### src/rtl/q3_muldiv.sv
// q3_muldiv: iterative RV32M multiply/divide unit for the execute stage.
// Optional MULDIV_FAST_MUL_EN: single-cycle 33x33 multiplier for MUL*.
module q3_muldiv (
    input  logic        clk,
    input  logic        rst,
    input  logic        start_i,
    input  logic [31:0] instr_i,
    input  logic [31:0] rs1_i,
    input  logic [31:0] rs2_i,
    input  logic        flush_i,
    output logic        stall_o,
    output logic        done_o,
    output logic [31:0] result_o
);

    typedef enum logic [1:0] {
        S_IDLE,
        S_CALC,
        S_DONE
    } state_t;

    state_t      r_state;
    logic [5:0]  r_count;
    logic [2:0]  r_f3;
    logic        r_neg;
    logic [31:0] r_a;
    logic [31:0] r_hi;
    logic [31:0] r_lo;
    logic [31:0] r_result;

    logic        w_valid;
    logic [2:0]  w_f3;
    logic        w_is_div;
    logic        w_sgn1;
    logic        w_sgn2;
    logic        w_s1;
    logic        w_s2;
    logic        w_neg;
    logic [31:0] w_m1;
    logic [31:0] w_m2;
    logic        w_dz;
    logic        w_ovf;
    logic        w_fast;
    logic [31:0] w_fast_res;
    logic [32:0] w_sum;
    logic [32:0] w_sh;
    logic [33:0] w_diff;
    logic        w_ge;
    logic [31:0] w_hi_n;
    logic [31:0] w_lo_n;
    logic [63:0] w_prod;
    logic [63:0] w_prod_fix;
    logic [31:0] w_quo;
    logic [31:0] w_rem;
    logic [31:0] w_final;
    logic        w_unused;

    assign w_valid = start_i
                   && (instr_i[6:0] == 7'b0110011)
                   && (instr_i[31:25] == 7'b0000001);
    assign w_f3     = instr_i[14:12];
    assign w_is_div = w_f3[2];

    // Which operands are treated as signed: MULH, MULHSU(rs1), DIV, REM.
    assign w_sgn1 = (w_f3 == 3'b001) || (w_f3 == 3'b010)
                 || (w_f3 == 3'b100) || (w_f3 == 3'b110);
    assign w_sgn2 = (w_f3 == 3'b001) || (w_f3 == 3'b100)
                 || (w_f3 == 3'b110);
    assign w_s1 = w_sgn1 & rs1_i[31];
    assign w_s2 = w_sgn2 & rs2_i[31];
    assign w_m1 = w_s1 ? (32'd0 - rs1_i) : rs1_i;
    assign w_m2 = w_s2 ? (32'd0 - rs2_i) : rs2_i;

    // Remainder follows the dividend; products and quotients the xor.
    assign w_neg = (w_f3 == 3'b110) ? w_s1 : (w_s1 ^ w_s2);

    assign w_dz  = w_is_div && (rs2_i == 32'd0);
    assign w_ovf = w_is_div && !w_f3[0]
                && (rs1_i == 32'h8000_0000)
                && (rs2_i == 32'hFFFF_FFFF);

`ifdef MULDIV_FAST_MUL_EN
    logic signed [65:0] w_fmul;
    logic               w_unused_mul;
    assign w_fmul = $signed({w_s1, rs1_i}) * $signed({w_s2, rs2_i});
    assign w_unused_mul = ^w_fmul[65:64];
    assign w_fast = w_dz || w_ovf || !w_is_div;
    assign w_fast_res = w_dz  ? (w_f3[1] ? rs1_i : 32'hFFFF_FFFF) :
                        w_ovf ? (w_f3[1] ? 32'd0 : 32'h8000_0000) :
                        (w_f3 == 3'b000) ? w_fmul[31:0] :
                        w_fmul[63:32];
`else
    assign w_fast = w_dz || w_ovf;
    assign w_fast_res = w_dz  ? (w_f3[1] ? rs1_i : 32'hFFFF_FFFF) :
                        w_ovf ? (w_f3[1] ? 32'd0 : 32'h8000_0000) :
                        32'd0;
`endif

    // Shift-add step: add multiplicand into the high half, shift right.
    assign w_sum = {1'b0, r_hi} + (r_lo[0] ? {1'b0, r_a} : 33'd0);

    // Restoring step: shift remainder left, subtract divisor if it fits.
    assign w_sh   = {r_hi, r_lo[31]};
    assign w_diff = {1'b0, w_sh} - {2'b00, r_a};
    assign w_ge   = !w_diff[33];

    assign w_hi_n = r_f3[2] ? (w_ge ? w_diff[31:0] : w_sh[31:0])
                            : w_sum[32:1];
    assign w_lo_n = r_f3[2] ? {r_lo[30:0], w_ge}
                            : {w_sum[0], r_lo[31:1]};

    assign w_prod     = {w_hi_n, w_lo_n};
    assign w_prod_fix = r_neg ? (64'd0 - w_prod) : w_prod;
    assign w_quo      = r_neg ? (32'd0 - w_lo_n) : w_lo_n;
    assign w_rem      = r_neg ? (32'd0 - w_hi_n) : w_hi_n;

    assign w_final = r_f3[2] ? (r_f3[1] ? w_rem : w_quo) :
                     (r_f3 == 3'b000) ? w_prod_fix[31:0] :
                     w_prod_fix[63:32];

    assign w_unused = ^{instr_i[24:15], instr_i[11:7], w_diff[32]};

    assign stall_o  = !rst && (((r_state == S_IDLE) && w_valid && !flush_i)
                   || (r_state == S_CALC));
    assign done_o   = (r_state == S_DONE);
    assign result_o = done_o ? r_result : 32'd0;

    // Control FSM plus the shared shift datapath and registered result.
    always_ff @(posedge clk or posedge rst) begin
        if (rst) begin
            r_state  <= S_IDLE;
            r_count  <= 6'd0;
            r_f3     <= 3'd0;
            r_neg    <= 1'b0;
            r_a      <= 32'd0;
            r_hi     <= 32'd0;
            r_lo     <= 32'd0;
            r_result <= 32'd0;
        end else begin
            case (r_state)
                S_IDLE: begin
                    if (w_valid && !flush_i) begin
                        r_f3    <= w_f3;
                        r_neg   <= w_neg;
                        r_count <= 6'd0;
                        r_a     <= w_is_div ? w_m2 : w_m1;
                        r_hi    <= 32'd0;
                        r_lo    <= w_is_div ? w_m1 : w_m2;
                        if (w_fast) begin
                            r_state  <= S_DONE;
                            r_result <= w_fast_res;
                        end else begin
                            r_state <= S_CALC;
                        end
                    end
                end
                S_CALC: begin
                    if (flush_i) begin
                        r_state <= S_IDLE;
                    end else begin
                        r_hi    <= w_hi_n;
                        r_lo    <= w_lo_n;
                        r_count <= r_count + 6'd1;
                        if (r_count == 6'd31) begin
                            r_state  <= S_DONE;
                            r_result <= w_final;
                        end
                    end
                end
                S_DONE: begin
                    r_state <= S_IDLE;
                end
                default: begin
                    r_state <= S_IDLE;
                end
            endcase
        end
    end

endmodule

### config.mk
export PLATFORM = sky130hd
export DESIGN_NAME = q3_muldiv
export DESIGN_NICKNAME = d
export VERILOG_FILES = /design/src/rtl/q3_muldiv.sv
export SDC_FILE = /design/constraint.sdc
export NUM_CORES = 1
export LEC_CHECK = 0
export CAP_MARGIN = 30
export CORE_ASPECT_RATIO = 0.8
export CORE_MARGIN = 2
export CORE_UTILIZATION = 42
export DETAILED_ROUTE_END_ITERATION = 6
export GPL_TIMING_DRIVEN = 0
export SLEW_MARGIN = 20
export SYNTH_ARGS = -nofsm -noshare
export SYNTH_HDL_FRONTEND = slang
export SYNTH_SLANG_ARGS = --single-unit
### constraint.sdc
create_clock -name clk -period 12.84 [get_ports clk]
set_input_delay 1.926 -clock clk [delete_from_list [all_inputs] [get_ports clk]]
set_output_delay 1.926 -clock clk [all_outputs]
set_load 0.1 [all_outputs]
==> results_dict.tcl <==
set metrics [dict create \
    power.density_cell_area_nw_per_um2 61.7 \
    multi_input_comb_area_um2 12300 \
    fp.coreArea_um2 39300 \
    cts_root_buffer "sky130_fd_sc_hd__clkbuf_16" \
    num-fill-cells 4087 \
    place_congestion 1.06 \
    synth.top_cells.by_count "sky130_fd_sc_hd__nand2_1, sky130_fd_sc_hd__nor2_1, sky130_fd_sc_hd__a21oi_1" \
    final_tns_setup_ns 0 \
    crit_required_ns 10.91 \
    detailroute.via_count 19541 \
    arrival_ns 5.61 \
    vias_per_cell 6.50 \
    ys_seq_elements 140 \
    remaining_global_route_overflow 0 \
    most_frequently_used_cell_type_in_the_post_synthesis_netlist "sky130_fd_sc_hd__nand2_1" \
    setup_viol 0 \
    synth_largest_type_area_fraction 0.210 \
    hold_path.startpoint "r_result[0]$_DFFE_PP0P_" \
    final_period_minus_worst_setup_slack_ns 7.54 \
    floorplan.die_area_um2 41200 \
    share_seq_of_total_power 0.376 \
    drv_slew 0 \
    syn_inst 2314 \
    chipHeight_um 182 \
    synthDominantAreaCellType "sky130_fd_sc_hd__dfrtp_1" \
    timing_hold_violations_final 0 \
    grt.total_usage 0.405 \
    num-nets-final 2628 \
    grt.met3_usage 0.127 \
    grt_setup_unrepaired "no" \
    comb_power_share 0.189 \
    outcome "finished, final reports clean" \
    drive_gt1_frac 0.0587 \
    globalRouteMet2Util 0.543 \
    cts_resized 0 \
    synthesis.nets 2486 \
    cell_area_after_synthesis_um2 16600 \
    worst_path_largest_cell_delay_ns 1.15 \
    end_kind "output port" \
    hold_depth 2 \
    synth_async_sr_flop_share 1.00 \
    initial_core_util 0.424 \
    gr-usage-met1 0.602 \
    area_growth_syn_to_layout_pct 15.2 \
    cts-root-to-sink-buffers 2 \
    final_power_w 0.00118 \
    post-place-ws_ns 5.37 \
    first_pass_grt_wire_length_um 121000 \
    cts-htree-levels 4 \
    rows 65 \
    cpMaxStageDelayCell "sky130_fd_sc_hd__clkdlybuf4s50_1" \
    dpl.hpwl_um 69300 \
    post_synth.cell_area_avg_um2 7.19 \
    cellLeakagePower_nw 7.75 \
    rr_worst_depth 19 \
    port_buffers 116 \
    finalWirelength_um 84200 \
    crit_path_max_fanout 10 \
    post-cts-setup-buffers 0 \
    hold_end "r_result[0]$_DFFE_PP0P_" \
    timing.critical_path.from_type "input pin" \
    start_to_end_type_of_the_worst_setup_path "in2out" \
    finalCritPeriodShare 0.587 \
    global_route.peak_usage_layer "met1" \
    critical_path.reg2reg.startpoint "r_f3[2]$_DFFE_PP0P_" \
    yosys_warnings 0 \
    vdd_ir_drop_max_uv 99.9 \
    yosysSeqAreaShare 0.210 \
    r2r-end "r_result[14]$_DFFE_PP0P_" \
    power.share.clock 0.435 \
    clock_sink_count 140 \
    worst_slew_pin_slew_ns 1.07 \
    drt_drc_violations_left 0 \
    worstSkewPairLatency_ns 0.47 \
    pin_count 134 \
    post_synth_num_cell_types 110 \
    fin_clk_skew_ns 0.0104 \
    clkSlewWorstSetupHoldPaths_ns 0.07 \
    timing.critical_path.cells "clkdlybuf4s50_1 -> nor4b_1 -> nand3_1 -> or3_1 -> clkbuf_1 -> clkbuf_1 -> a21oi_1 -> clkdlybuf4s50_1" \
    max-cap-violations 0 \
    power.share.switching 0.340 \
    drt_iter0_drc 2640 \
    dr_wl_cell_um 28.0 \
    switching_power_w 0.000402 \
    worst-r2r-setup-slack_ns 5.51 \
    register_area_um2 3500 \
    synthTopCellsByArea "sky130_fd_sc_hd__dfrtp_1, sky130_fd_sc_hd__a21oi_1, sky130_fd_sc_hd__o21ai_0, sky130_fd_sc_hd__nand2_1, sky130_fd_sc_hd__nor2_1" \
    finalWorstSetupSlack_ns 5.30 \
    floorplan.die.width_um 227 \
    max_freq_ghz 0.133 \
    synth-edff-count 0 \
    cts-buffers-inserted 17 \
    power.internal_w 0.000781 \
    drt_pass1_iterations 6 \
    cts_tree "done" \
    grt_antenna_before_repair 1 \
    grt_start_max_net_pins 100 \
    synth-main-ff-cell "sky130_fd_sc_hd__dfrtp_1" \
    number_of_global_route_vias_before_repair 17691 \
    kind_of_path_behind_the_tightest_hold_check "reg2reg" \
    holdBufCountCts 0 \
    slew_headroom 0.290 \
    antenna_violating_nets_post_route 0 \
]
-- layout by cell type, fill, tap and decap left out, types with 10 or more instances in the layout --
master	netlist	routed
sky130_fd_sc_hd__buf_2	18	18
sky130_fd_sc_hd__nand2b_1	22	22
sky130_fd_sc_hd__o21ai_0	226	226
sky130_fd_sc_hd__buf_1	12	12
sky130_fd_sc_hd__and2_1	77	77
sky130_fd_sc_hd__clkdlybuf4s50_1	0	116
sky130_fd_sc_hd__clkbuf_16	0	17
sky130_fd_sc_hd__a31oi_1	30	29
sky130_fd_sc_hd__or3_1	25	25
sky130_fd_sc_hd__dfrtp_1	140	140
sky130_fd_sc_hd__a21o_1	23	23
sky130_fd_sc_hd__o221ai_1	15	15
sky130_fd_sc_hd__nand4_1	49	49
sky130_fd_sc_hd__a41oi_1	10	10
sky130_fd_sc_hd__o21bai_1	13	13
sky130_fd_sc_hd__o21a_1	15	15
sky130_fd_sc_hd__clkbuf_1	102	102
sky130_fd_sc_hd__inv_1	73	72
sky130_fd_sc_hd__nand3_1	51	51
sky130_fd_sc_hd__o211ai_1	26	26
sky130_fd_sc_hd__a211oi_1	20	20
sky130_fd_sc_hd__nor2_1	251	251
sky130_fd_sc_hd__mux2i_1	43	43
sky130_fd_sc_hd__o31ai_1	26	26
sky130_fd_sc_hd__xor2_1	76	76
sky130_fd_sc_hd__ha_1	70	70
sky130_fd_sc_hd__nand2_1	255	255
sky130_fd_sc_hd__nor2b_1	20	20
sky130_fd_sc_hd__a21oi_1	228	228
sky130_fd_sc_hd__xnor2_1	85	85
sky130_fd_sc_hd__nor4_1	17	16
sky130_fd_sc_hd__nor3_1	56	56
sky130_fd_sc_hd__or2_2	14	14
-- worst max-delay path, delay by kind of cell --
family	cells	cell delay, ns
AOI/OAI and AO/OA	1	0.29
buffers and inverters	4	2.44
and+or+nand+nor	3	0.94
-- worst max-delay path by stage --
stage | from | end | slack [ns] | depth (start not counted)
after floorplan | instr_i[28] | stall_o | 6.15 | 5
after global placement | rst | r_a[12]$_DFFE_PP0P_ | 4.85 | 2
after detailed placement | instr_i[28] | stall_o | 5.37 | 7
after CTS | flush_i | stall_o | 5.35 | 8
after global routing | flush_i | stall_o | 5.25 | 8
final | flush_i | stall_o | 5.30 | 8
-- area by class of cell --
| cell class | count | area share |
|---|---|---|
| Inverter | 75 | 0.0151 |
| Tap cell | 536 | 0.0350 |
| Clock buffer | 17 | 0.0222 |
| Clock inverter | 15 | 0.00874 |
| Multi-Input combinational cell | 1956 | 0.639 |
| Buffer | 143 | 0.0327 |
| Timing Repair Buffer | 123 | 0.0647 |
| Antenna cell | 1 | 0.000130 |
| Sequential cell | 140 | 0.183 |
-- stage by stage --
stage / hold WS [ns] / instances / instance area, um2 / util
6_report: 0.472 / 3006 / 19200 / 0.488
5_1_grt: 0.527 / 3005 / 19200 / 0.488
4_1_cts: 0.480 / 3005 / 19200 / 0.488
3_5_place_dp: 0.464 / 2973 / 18600 / 0.473
3_3_place_gp: 0.462 / 2966 / 18500 / 0.470
2_1_floorplan: 0.442 / 2314 / 16600 / -
-- cells by family (layout without fill, tap and decap cells) --
logic type | after synthesis | in the layout | share of synthesized area
XOR/XNOR | 161 | 161 | 0.0847
flip-flops | 140 | 140 | 0.210
AND/OR/NAND/NOR | 899 | 899 | 0.265
other | 0 | 1 | 0
buffers and inverters | 218 | 373 | 0.0546
adder cells (fa/ha/maj) | 72 | 72 | 0.0550
AO/OA/AOI/OAI | 777 | 777 | 0.301
multiplexers | 47 | 47 | 0.0286
-- flip-flops by register name, summed over array words and instances (netlist names) --
signal and flops:
r_hi 32, r_result 32, r_a 32, r_state 2
r_lo 32, r_count 6, r_neg 1, r_f3 3
-- metal layers --
| metal | wire [um] | share of wire |
|---|---|---|
| met3 | 11100 | 0.13 |
| met2 | 32700 | 0.39 |
| met4 | 2840 | 0.034 |
| met1 | 37600 | 0.45 |
| met5 | 0 | 0 |
-- power by group through the flow --
stage	clock network [W]	logic (W)	registers, W
3_3_place_gp	0	0.000215	0.000453
4_1_cts	0.000516	0.000218	0.000444
3_5_place_dp	0	0.000218	0.000453
6_report	0.000514	0.000224	0.000444
2_1_floorplan	0	0.000116	0.000452
5_1_grt	0.000533	0.000238	0.000444
No activity file was read; power rests on OpenSTA's default activity.
